### config.mk
export PLATFORM = sky130hd
export DESIGN_NAME = truth_table_sweeper
export DESIGN_NICKNAME = d
export VERILOG_FILES = /design/src/rtl/truth_table_sweeper.sv
export SDC_FILE = /design/constraint.sdc
export NUM_CORES = 1
export LEC_CHECK = 0
export ABC_AREA = 1
export CORE_AREA = 2 2 76 71
export CTS_CLUSTER_DIAMETER = 100
export DETAILED_ROUTE_END_ITERATION = 8
export DIE_AREA = 0 0 78 73
export PLACE_DENSITY = 0.73
export SYNTH_ARGS = -nofsm -noshare
export SYNTH_HDL_FRONTEND = slang
export SYNTH_SLANG_ARGS = --single-unit
### constraint.sdc
create_clock -name clk -period 1.45 [get_ports clk]
set_input_delay 0.29 -clock clk [delete_from_list [all_inputs] [get_ports clk]]
set_output_delay 0.29 -clock clk [all_outputs]
set_load 0.03 [all_outputs]
### src/rtl/truth_table_sweeper.sv
// rtl/truth_table_sweeper.sv - exhaustive input sweeper that compares DUT outputs against expected values
module truth_table_sweeper #(
  parameter int N_IN       = 5,
  parameter int N_OUT      = 3,
  parameter int SETTLE_CYC = 1
) (
  input  logic               clk,
  input  logic               rst,
  input  logic               start,
  input  logic               abort,
  input  logic               step_mode,
  input  logic               step,
  input  logic [N_OUT-1:0]   dut_out,
  input  logic [N_OUT-1:0]   exp_out,
  output logic [N_IN-1:0]    stim,
  output logic               busy,
  output logic               done,
  output logic [N_IN:0]      mismatch_cnt,
  output logic [N_IN-1:0]    first_fail,
  output logic               fail_seen,
  output logic [15:0]        signature
);

  typedef enum logic [2:0] {
    IDLE,
    SETTLE,
    SAMPLE,
    HOLD,
    DONE
  } state_t;

  localparam logic [7:0]  SETTLE_LOAD = 8'(SETTLE_CYC);
  localparam logic [N_IN:0] CNT_MAX   = {1'b1, {N_IN{1'b0}}};

  state_t      state;
  state_t      state_nxt;
  logic [7:0]  settle_cnt;
  logic        begin_sweep;
  logic        advance;
  logic        commit;
  logic        last_vec;
  logic        vec_fail;
  logic [15:0] dut_ext;

  assign last_vec = &stim;
  assign vec_fail = (dut_out != exp_out);
  assign busy     = (state != IDLE);
  assign done     = (state == DONE);

  always_comb begin
    dut_ext              = '0;
    dut_ext[N_OUT-1:0]   = dut_out;
  end

  always_ff @(posedge clk) begin
    if (rst) begin
      state <= IDLE;
    end else begin
      state <= state_nxt;
    end
  end

  // abort is tested first in every active state so it beats step and the SAMPLE commit
  always_comb begin
    state_nxt   = state;
    begin_sweep = 1'b0;
    advance     = 1'b0;
    commit      = 1'b0;
    case (state)
      IDLE: begin
        if (start) begin
          begin_sweep = 1'b1;
          state_nxt   = SETTLE;
        end
      end
      SETTLE: begin
        if (abort) begin
          state_nxt = IDLE;
        end else if (settle_cnt <= 8'd1) begin
          state_nxt = SAMPLE;
        end
      end
      SAMPLE: begin
        if (abort) begin
          state_nxt = IDLE;
        end else begin
          commit = 1'b1;
          if (last_vec) begin
            state_nxt = DONE;
          end else if (!step_mode) begin
            advance   = 1'b1;
            state_nxt = SETTLE;
          end else begin
            state_nxt = HOLD;
          end
        end
      end
      HOLD: begin
        if (abort) begin
          state_nxt = IDLE;
        end else if (step) begin
          advance   = 1'b1;
          state_nxt = SETTLE;
        end
      end
      DONE: begin
        state_nxt = IDLE;
      end
      default: begin
        state_nxt = IDLE;
      end
    endcase
  end

  always_ff @(posedge clk) begin
    if (rst) begin
      stim         <= '0;
      settle_cnt   <= '0;
      mismatch_cnt <= '0;
      first_fail   <= '0;
      fail_seen    <= 1'b0;
      signature    <= 16'hFFFF;
    end else begin
      if (begin_sweep) begin
        stim         <= '0;
        settle_cnt   <= SETTLE_LOAD;
        mismatch_cnt <= '0;
        first_fail   <= '0;
        fail_seen    <= 1'b0;
        signature    <= 16'hFFFF;
      end
      if (state == SETTLE) begin
        settle_cnt <= settle_cnt - 8'd1;
      end
      if (advance) begin
        stim       <= stim + 1'b1;
        settle_cnt <= SETTLE_LOAD;
      end
      if (commit) begin
        signature <= {signature[14:0], signature[15]} ^ dut_ext;
        if (vec_fail) begin
          if (mismatch_cnt != CNT_MAX) begin
            mismatch_cnt <= mismatch_cnt + 1'b1;
          end
          if (!fail_seen) begin
            first_fail <= stim;
            fail_seen  <= 1'b1;
          end
        end
      end
    end
  end

endmodule

==> reports/summary.md, run 1 <==
The DRC violation count after routing is 0. The critical path goes through ha_4 > nand2_4 > nor2_4 > ha_4 > nor3_2 > nand2_1 > nand2_4 > inv_8 > nand2_2 > a21oi_2. The average wire per standard cell is 11.8 um, and the total power consumption of the routed design is 2.62 mW. Final hold analysis gives a worst-case slack of 0.484 ns. The simple-gate share of the synthesized area works out to 32.5%.

TritonCTS built the clock tree. The routed layout has 2200 vias. In this run the cell area measured after placement is 2840 sq um. The repair_antennas step left the layout with diodes totalling 0. The smallest clock period supported by the final layout is computed as 1.49 ns. The number of buffer and inverter instances along the worst setup path came out at 1. The initial utilization of the core area, before any placement, comes to 42.5%. The clock passes through at most 2 buffers. In the final design database the tool counted 395 nets.

The CTS root buffer is sky130_fd_sc_hd__clkbuf_8. The mapped netlist covers 2130 sq um. Power density over cell area: 855 nW/um^2.

In the routed layout, each cell is associated on average with a via count of 4.94. The die height came out at 73 um. For the maximum clock skew at final layout, the log shows 0.0121 ns. The logs give 5690 sq um for the area of the die and 304 for the number of instances in the synthesized netlist.

The average cell area after synthesis is 6.99 sq um, and the fill cell total of the finished layout is 460. The run gives 1.37 nW as the cell leakage power. Among cell families on the critical path, the largest total delay comes from simple AND/OR/NAND/NOR gates. For this run, the leading register cell type out of synthesis is sky130_fd_sc_hd__dfxtp_1. Top achievable clock speed: 669 MHz. After synthesis, the share of flip-flops with an asynchronous set or reset is 0%. The die width works out to 78 um.

Multiplexer area fraction after synthesis: 0%. Number of failing hold endpoints at the final stage: 0. The setup slack after layout is -0.0443 ns, and the fraction of final layout cells sized beyond drive strength 1 is 21.4%. The number of optimization iterations in the first detailed-route pass is 4, and the transition at the pin with the smallest max-transition slack is 0.351 ns.

At the worst endpoint, the required time is 1.67 ns. For this run, the slowest stage of the critical path takes 0.36 ns. sky130_fd_sc_hd__dfxtp_1 takes more of the synthesized area than any other cell. The first global-routing pass estimated 8830 um of wire.

The tightest min-delay check is of the register to register type. The number of H-tree levels was 2. The run gives 0.29 ns as the clock latency of the later-clocked register in the worst-skew pair. The run gives 0 as the number of antenna violations at the first check in global routing.

The worst setup path category is register to register. The number of antenna-violating nets in the routed design came out at 0. The final instance area came out at 3070 sq um.

The tools report the relative slew slack as 76.4%. Setup repair after global routing could not meet its margin everywhere. The netlist uses 26 different library cells. Of the available clock period, the critical path in the final layout requires 103%. The largest family of logic cells by synthesized area was simple AND/OR/NAND/NOR gates. Of the post-synthesis cell area, the dominant cell type holds 41.4%.

The non-filler instance count after layout was 445; the maximum fanout count along the critical path was 7. STA classifies the critical path startpoint as a register. In this run the core area contains 25 standard-cell rows. The first routing iteration left 93 violations. During placement, the flow inserted port buffers numbering 46.

Number of top-level pins: 47. STA classifies the critical path endpoint as a register. The run gives 0 as the hold-fix buffer count after cts. The tool flagged a number of max-cap violations equal to 0.

The multi-input combinational cells in the finished layout cover a total of 1210 sq um. Including well taps, the total number of placed cells is 434. The Yosys step of the flow raised 0 warnings. From synthesis to final layout, the design area changed by 44.4%. OpenSTA, run right after detailed placement, puts the worst setup slack at -0.232 ns. Summing the sequential cell areas from Yosys gives 41.4% of the chip area. The run gives 896 sq um as the sequential standard cell area. Counting every net in the synthesized netlist gives 322. The run finished, with violations left. Adder-cell area share of the yosys netlist: 3.53%. The via count of the first global-routing pass was 2057; the post-synthesis compound-gate area fraction was 11.1%. The synthesized netlist devotes 2.47% of its cell area to XOR and XNOR gates. The register bit count reported by yosys works out to 44.

For the placeable core region, the log shows 5000 sq um. The worst IR drop on VDD was 0.000664 V; the data arrival time of the critical path was 1.72 ns. The checks that failed: setup timing. The HPWL after detailed placement was 3700 um; the number of enable flip-flop cells after synthesis was 0. The tools report the number of clock buffers inserted by TritonCTS as 5. Setup violations remaining at the end of the flow were counted as 13.

The slowest stage of the critical path belongs to the cell sky130_fd_sc_hd__dfxtp_4. The total congestion overflow was 0. The clock sink count was 44; the CTS clock-pin slew for the worst setup and hold paths was 0.08 ns. The congestion estimate from routability-driven global placement came to 0.776. The tools report the total wire length as 5260 um.

Across every metal layer, demand over resource in global routing totals 19.1%. The run gives 0 as the count of final max-slew check failures. Entering global routing, the biggest net connects 22 pins.

By area the synthesized netlist is led by sky130_fd_sc_hd__dfxtp_1, sky130_fd_sc_hd__nand2_1, sky130_fd_sc_hd__nor2_1, sky130_fd_sc_hd__inv_1, sky130_fd_sc_hd__o22ai_1.
[flip-flops by register name (all words and copies together) (netlist names)]
register      cells
mismatch_cnt      6
fail_seen         1
stim              5
state             3
settle_cnt        8
first_fail        5
signature        16
[synth_stat cells (3+ instances only)]
master,n
sky130_fd_sc_hd__nand4_1,5
sky130_fd_sc_hd__nor2_1,33
sky130_fd_sc_hd__xor2_1,5
sky130_fd_sc_hd__nand3_1,21
sky130_fd_sc_hd__o22ai_1,17
sky130_fd_sc_hd__inv_1,32
sky130_fd_sc_hd__buf_6,3
sky130_fd_sc_hd__o21ai_0,8
sky130_fd_sc_hd__dfxtp_1,44
sky130_fd_sc_hd__ha_1,6
sky130_fd_sc_hd__nand2_1,88
sky130_fd_sc_hd__clkbuf_1,3
sky130_fd_sc_hd__nor3_1,4
sky130_fd_sc_hd__a21oi_1,18
[layout make-up]
class                      instances  share of cell area (%)
timing repair buffer              73                    20.8
sequential                        44                    29.2
tap                               67                    2.73
timing repair inverter             1                   0.204
clock buffer                       8                    2.94
inverter                          36                    4.69
multi-input combinational        216                    39.5
[report_power, final]
part	internal [mW]	leakage [nW]	switching, mW	total (mW)
Clock	0.389	0.0455	0.394	0.783
Combinational	0.235	0.969	0.322	0.558
Sequential	1.25	0.360	0.0366	1.28
Total	1.87	1.37	0.753	2.62
[cells by family after synthesis]
family	count (synthesis)
DFF	44
buffers and inverters	44
adders and majority gates	6
AOI/OAI and AO/OA	43
xor gates and xnor gates	6
and+or+nand+nor	161
[tightest hold or removal path: cells and delay by family (launching register included)]
kind,cells,cell delay [ns]
flops,1,0.33
simple gates,1,0.06
compound gates,1,0.05
[placed cells by master, fill, tap and decap left out, types with 7 or more instances in the layout]
cell and count:
sky130_fd_sc_hd__nand2_1 84, sky130_fd_sc_hd__dfxtp_1 38, sky130_fd_sc_hd__inv_1 31, sky130_fd_sc_hd__nor2_1 30
sky130_fd_sc_hd__dlygate4sd2_1 30, sky130_fd_sc_hd__buf_4 26, sky130_fd_sc_hd__o22ai_1 17, sky130_fd_sc_hd__nand3_1 14
sky130_fd_sc_hd__a21oi_1 11, sky130_fd_sc_hd__clkdlybuf4s50_1 11, sky130_fd_sc_hd__a21oi_2 7
[per-layer routing]
metal	routed length, um	up-vias	global-route usage [%]
li1	-	1123	-
met1	2290	1011	21.8
met2	2580	57	34.1
met3	323	9	5.69
met4	70	0	6.82
met5	0	-	0
[what timing repair did]
action	in CTS	in global routing
buffers inserted	0	2
gates resized for setup	55	24
gates cloned	1	0
pin swaps	6	10
setup endpoints to repair	48	29
[stage by stage]
step           utilization [%]  setup TNS (ns)
2_1_floorplan                -               0
3_3_place_gp              56.8           -4.08
3_5_place_dp              56.8           -5.50
4_1_cts                   59.4          -0.234
5_1_grt                   61.3           -1.82
6_report                  61.3          -0.334
[path summary, 6_finish.rpt]
check | startpoint | to | slack, ns | cells past startpoint
max | stim[1] | stim[0] | -0.04 | 10
min reg2reg | fail_seen | fail_seen | 0.48 | 2
min | fail_seen | fail_seen | 0.48 | 2
max reg2reg | stim[1] | stim[0] | -0.04 | 10
Power figures use the tool's default switching activity.
==> run 2, diff against run 1 <==
--- a/config.mk
+++ b/config.mk
@@ -6,11 +6,13 @@
 export NUM_CORES = 1
 export LEC_CHECK = 0
 export ABC_AREA = 1
+export ABC_CLOCK_PERIOD_IN_PS = 1450
 export CORE_AREA = 2 2 76 71
 export CTS_CLUSTER_DIAMETER = 100
 export DETAILED_ROUTE_END_ITERATION = 8
 export DIE_AREA = 0 0 78 73
 export PLACE_DENSITY = 0.73
+export SETUP_SLACK_MARGIN = 0.4
 export SYNTH_ARGS = -nofsm -noshare
 export SYNTH_HDL_FRONTEND = slang
 export SYNTH_SLANG_ARGS = --single-unit
==> run 2 against run 1 <==
Effect of this change: largest power group unchanged; total power grew 15%; core utilization grew 18 points; routed wire length grew 32%; critical endpoint is now stim[2]; the flow still finishes with violations (setup timing); final cell count grew 8.8%.
==> reports/summary.md, run 2 (synthesis results as in run 1) <==
The setup TNS came out at -0.175 ns (was -0.334 ns). The tools report the number of top-level pins as 47 (unchanged). Setup repair after global routing could not meet its margin everywhere. The logs give 0.841 (was 0.776) for the routability-driven placement congestion ratio and 0 (unchanged) for the count of final max-slew check failures.

The run gives 79.3% (was 61.3%) as the final core area utilization. The tools report the number of antenna-violating nets in the routed design as 0 (unchanged). Worst hold path class: register to register (unchanged). The tools report the post-placement setup slack as -0.247 ns (was -0.232 ns). The HPWL after detailed placement was 3780 um (was 3700 um); the fraction of final layout cells sized beyond drive strength 1 was 53.5% (was 21.4%).

The logs give 0.000755 V (was 0.000664 V) for the worst IR drop on VDD and 5 (unchanged) for the number of clock buffers inserted by TritonCTS. The tools report the starting density of the core as 42.5% (unchanged). Number of nets in the layout: 434 (was 395). The placement row count is 25 (unchanged). The cell leakage power is 1.71 nW (was 1.37 nW).

The cell at the slowest stage of the critical path was sky130_fd_sc_hd__dfxtp_4 (unchanged). The count of maximum capacitance violations was 0 (unchanged); the transition at the pin with the smallest max-transition slack was 0.329 ns (was 0.351 ns). The run gives 42.4% (was 48.9%) as the part of the power in registers. The setup slack after layout is -0.0418 ns (was -0.0443 ns), and the part of the cycle the worst path needs is 103% (about the same). The die height is 73 um (unchanged), and the clock sink count is 44 (unchanged).

The run gives 33.4% (was 29.8%) as the proportion of power drawn by the clock network. The flow ran to the end, but the final reports show violations. Ratio of routed vias to standard cells: 5.10 (was 4.94).

Commonest non-fill, non-tap cell in the layout: sky130_fd_sc_hd__nand2_1 (unchanged). Violations in the final reports: setup timing (unchanged). The average wire per standard cell is 14.4 um (was 11.8 um), and the fraction of power spent switching nets is 29.8% (was 28.7%).

The wire length of the first global-routing pass is 10400 um (was 8830 um), and the power density over cell area is 760 nW/um^2 (was 855 nW/um^2). TritonCTS built the clock tree. The relative slew slack is 77.9% (was 76.4%), and the DRC violation count after routing is 0 (unchanged). The type of destination of the critical path was a register (unchanged).

Die width: 78 um (unchanged). The CTS root buffer was sky130_fd_sc_hd__clkbuf_8 (unchanged). The run gives 0.00437 ns (was 0.0121 ns) as the maximum clock skew at final layout. The required time at the worst-slack endpoint came out at 1.68 ns (was 1.67 ns). Number of antenna violations at the first check in global routing: 0 (unchanged). The violation count after the first detailed-routing iteration was 146 (was 93).

The logs give 0 (unchanged) for the total congestion overflow and 24.2% (was 21.3%) for the logic gate share of total power. Register name with the most flops: signature (unchanged). The number of buffers on the longest clock path was 2 (unchanged). The internal power consumption is 2.12 mW (was 1.87 mW), and the number of H-tree levels is 2 (unchanged).

The total wire length came out at 6960 um (was 5260 um). The clock latency of the later-clocked register in the worst-skew pair is 0.29 ns (about the same), and the total routing usage reported by global routing is 22.8% (was 19.1%). Most frequent cells in the layout: sky130_fd_sc_hd__nand2_1, sky130_fd_sc_hd__buf_4, sky130_fd_sc_hd__buf_6, sky130_fd_sc_hd__nor2_1, sky130_fd_sc_hd__dfxtp_2 (was sky130_fd_sc_hd__nand2_1, sky130_fd_sc_hd__dfxtp_1, sky130_fd_sc_hd__inv_1, sky130_fd_sc_hd__nor2_1, sky130_fd_sc_hd__dlygate4sd2_1). The tools report the top achievable clock speed as 670 MHz (was 669 MHz). In this design, the critical path's most frequently occurring cell is sky130_fd_sc_hd__nand2_1. Minimum clock period after layout: 1.49 ns (about the same).

The logs give 0 (unchanged) for the number of failing hold endpoints at the final stage and 2469 (was 2200) for the via count. The worst setup path category is register to register (unchanged). The count of input and output buffers is 46 (unchanged). The switching power of the nets came out at 0.899 mW (was 0.753 mW). Number of optimization iterations in the first detailed-route pass: 4 (unchanged).

The area of the die was 5690 sq um (unchanged); the largest incremental delay on the critical path was 0.37 ns (was 0.36 ns). The tools report the total inserted antenna cells as 0 (unchanged). For the maximum number of pins on one net before global-route repair, the log shows 20 (was 22). Largest registers: signature x16, settle_cnt x8, mismatch_cnt x6 (unchanged). The logs give 1.72 ns (about the same) for the data arrival time of the critical path and 7 (was 13) for the number of setup violations in the final report. The maximum fanout count along the critical path was 4 (was 7).

The total power consumption of the routed design is 3.02 mW (was 2.62 mW), and the CTS clock-pin slew for the worst setup and hold paths is 0.09 ns (was 0.08 ns). The startpoint kind of the worst setup timing path is a register (unchanged). Critical path cell sequence: ha_4 > nand2_2 > nor2_2 > ha_2 > nor3_2 > nand2_1 > nand2_4 > buf_6 > nand2_1 > a21oi_2 (was ha_4 > nand2_4 > nor2_4 > ha_4 > nor3_2 > nand2_1 > nand2_4 > inv_8 > nand2_2 > a21oi_2).

The area growth from synthesis to layout works out to 86.8% (was 44.4%). The flip-flop count of the largest register, all copies and words added was 16 (unchanged). The via count of the first global-routing pass was 2278 (was 2057); the placeable core region was 5000 sq um (unchanged).
==> run 2: final timing paths <==
path         endpoint  slack [ns]  startpoint  depth (start not counted)
max           stim[2]       -0.04     stim[0]                         10
max reg2reg   stim[2]       -0.04     stim[0]                         10
min           stim[4]        0.50     stim[4]                          2
min reg2reg   stim[4]        0.50     stim[4]                          2
==> run 2: metal layers <==
metal | GRT usage, % | vias to the layer above | wire length (um)
met5 | 0 | - | 0
met4 | 6.63 | 0 | 68
met3 | 5.20 | 8 | 329
met2 | 41.5 | 72 | 3670
met1 | 27.2 | 1174 | 2890
li1 | - | 1215 | -
==> run 2: final cells by class <==
type / count / area [sq um]
clock buffers: 6 / 82.6
clock inverters: 2 / 38.8
fillers: 322 / 1030
inverters: 36 / 163
multi-input cells: 218 / 1460
flip-flops and latches: 44 / 953
well taps: 67 / 83.8
repair buffers: 111 / 1190
==> run 2: what timing repair did <==
action	4_1_cts	5_1_grt
resized for setup	298	53
setup endpoints to repair	79	79
setup buffers	26	12
cloned	2	2
pin swaps	35	23
hold buffers	0	0
==> run 2: worst max-delay path: cells and delay by family, from the launching register on <==
| kind | cells | cell delay (ns) |
|---|---|---|
| adder cells (fa/ha/maj) | 2 | 0.35 |
| AO/OA/AOI/OAI | 1 | 0.12 |
| AND/OR/NAND/NOR | 6 | 0.48 |
| flip-flops | 1 | 0.37 |
| buffers and inverters | 1 | 0.11 |
==> run 2: stage by stage <==
step	cell area (sq um)	cells	hold WS (ns)
CTS	3650	470	0.482
finish	3970	484	0.499
global route	3970	484	0.514
floorplan	2240	304	0.359
detailed placement	3000	434	0.473
global placement	3000	434	0.467
==> run 2: power groups by stage <==
stage	combinational, mW	clock, mW	sequential [mW]
after floorplan	0.350	0	1.32
after global routing	0.789	1.07	1.28
after global placement	0.523	0	1.31
after detailed placement	0.533	0	1.31
after CTS	0.601	1.02	1.28
final	0.730	1.01	1.28
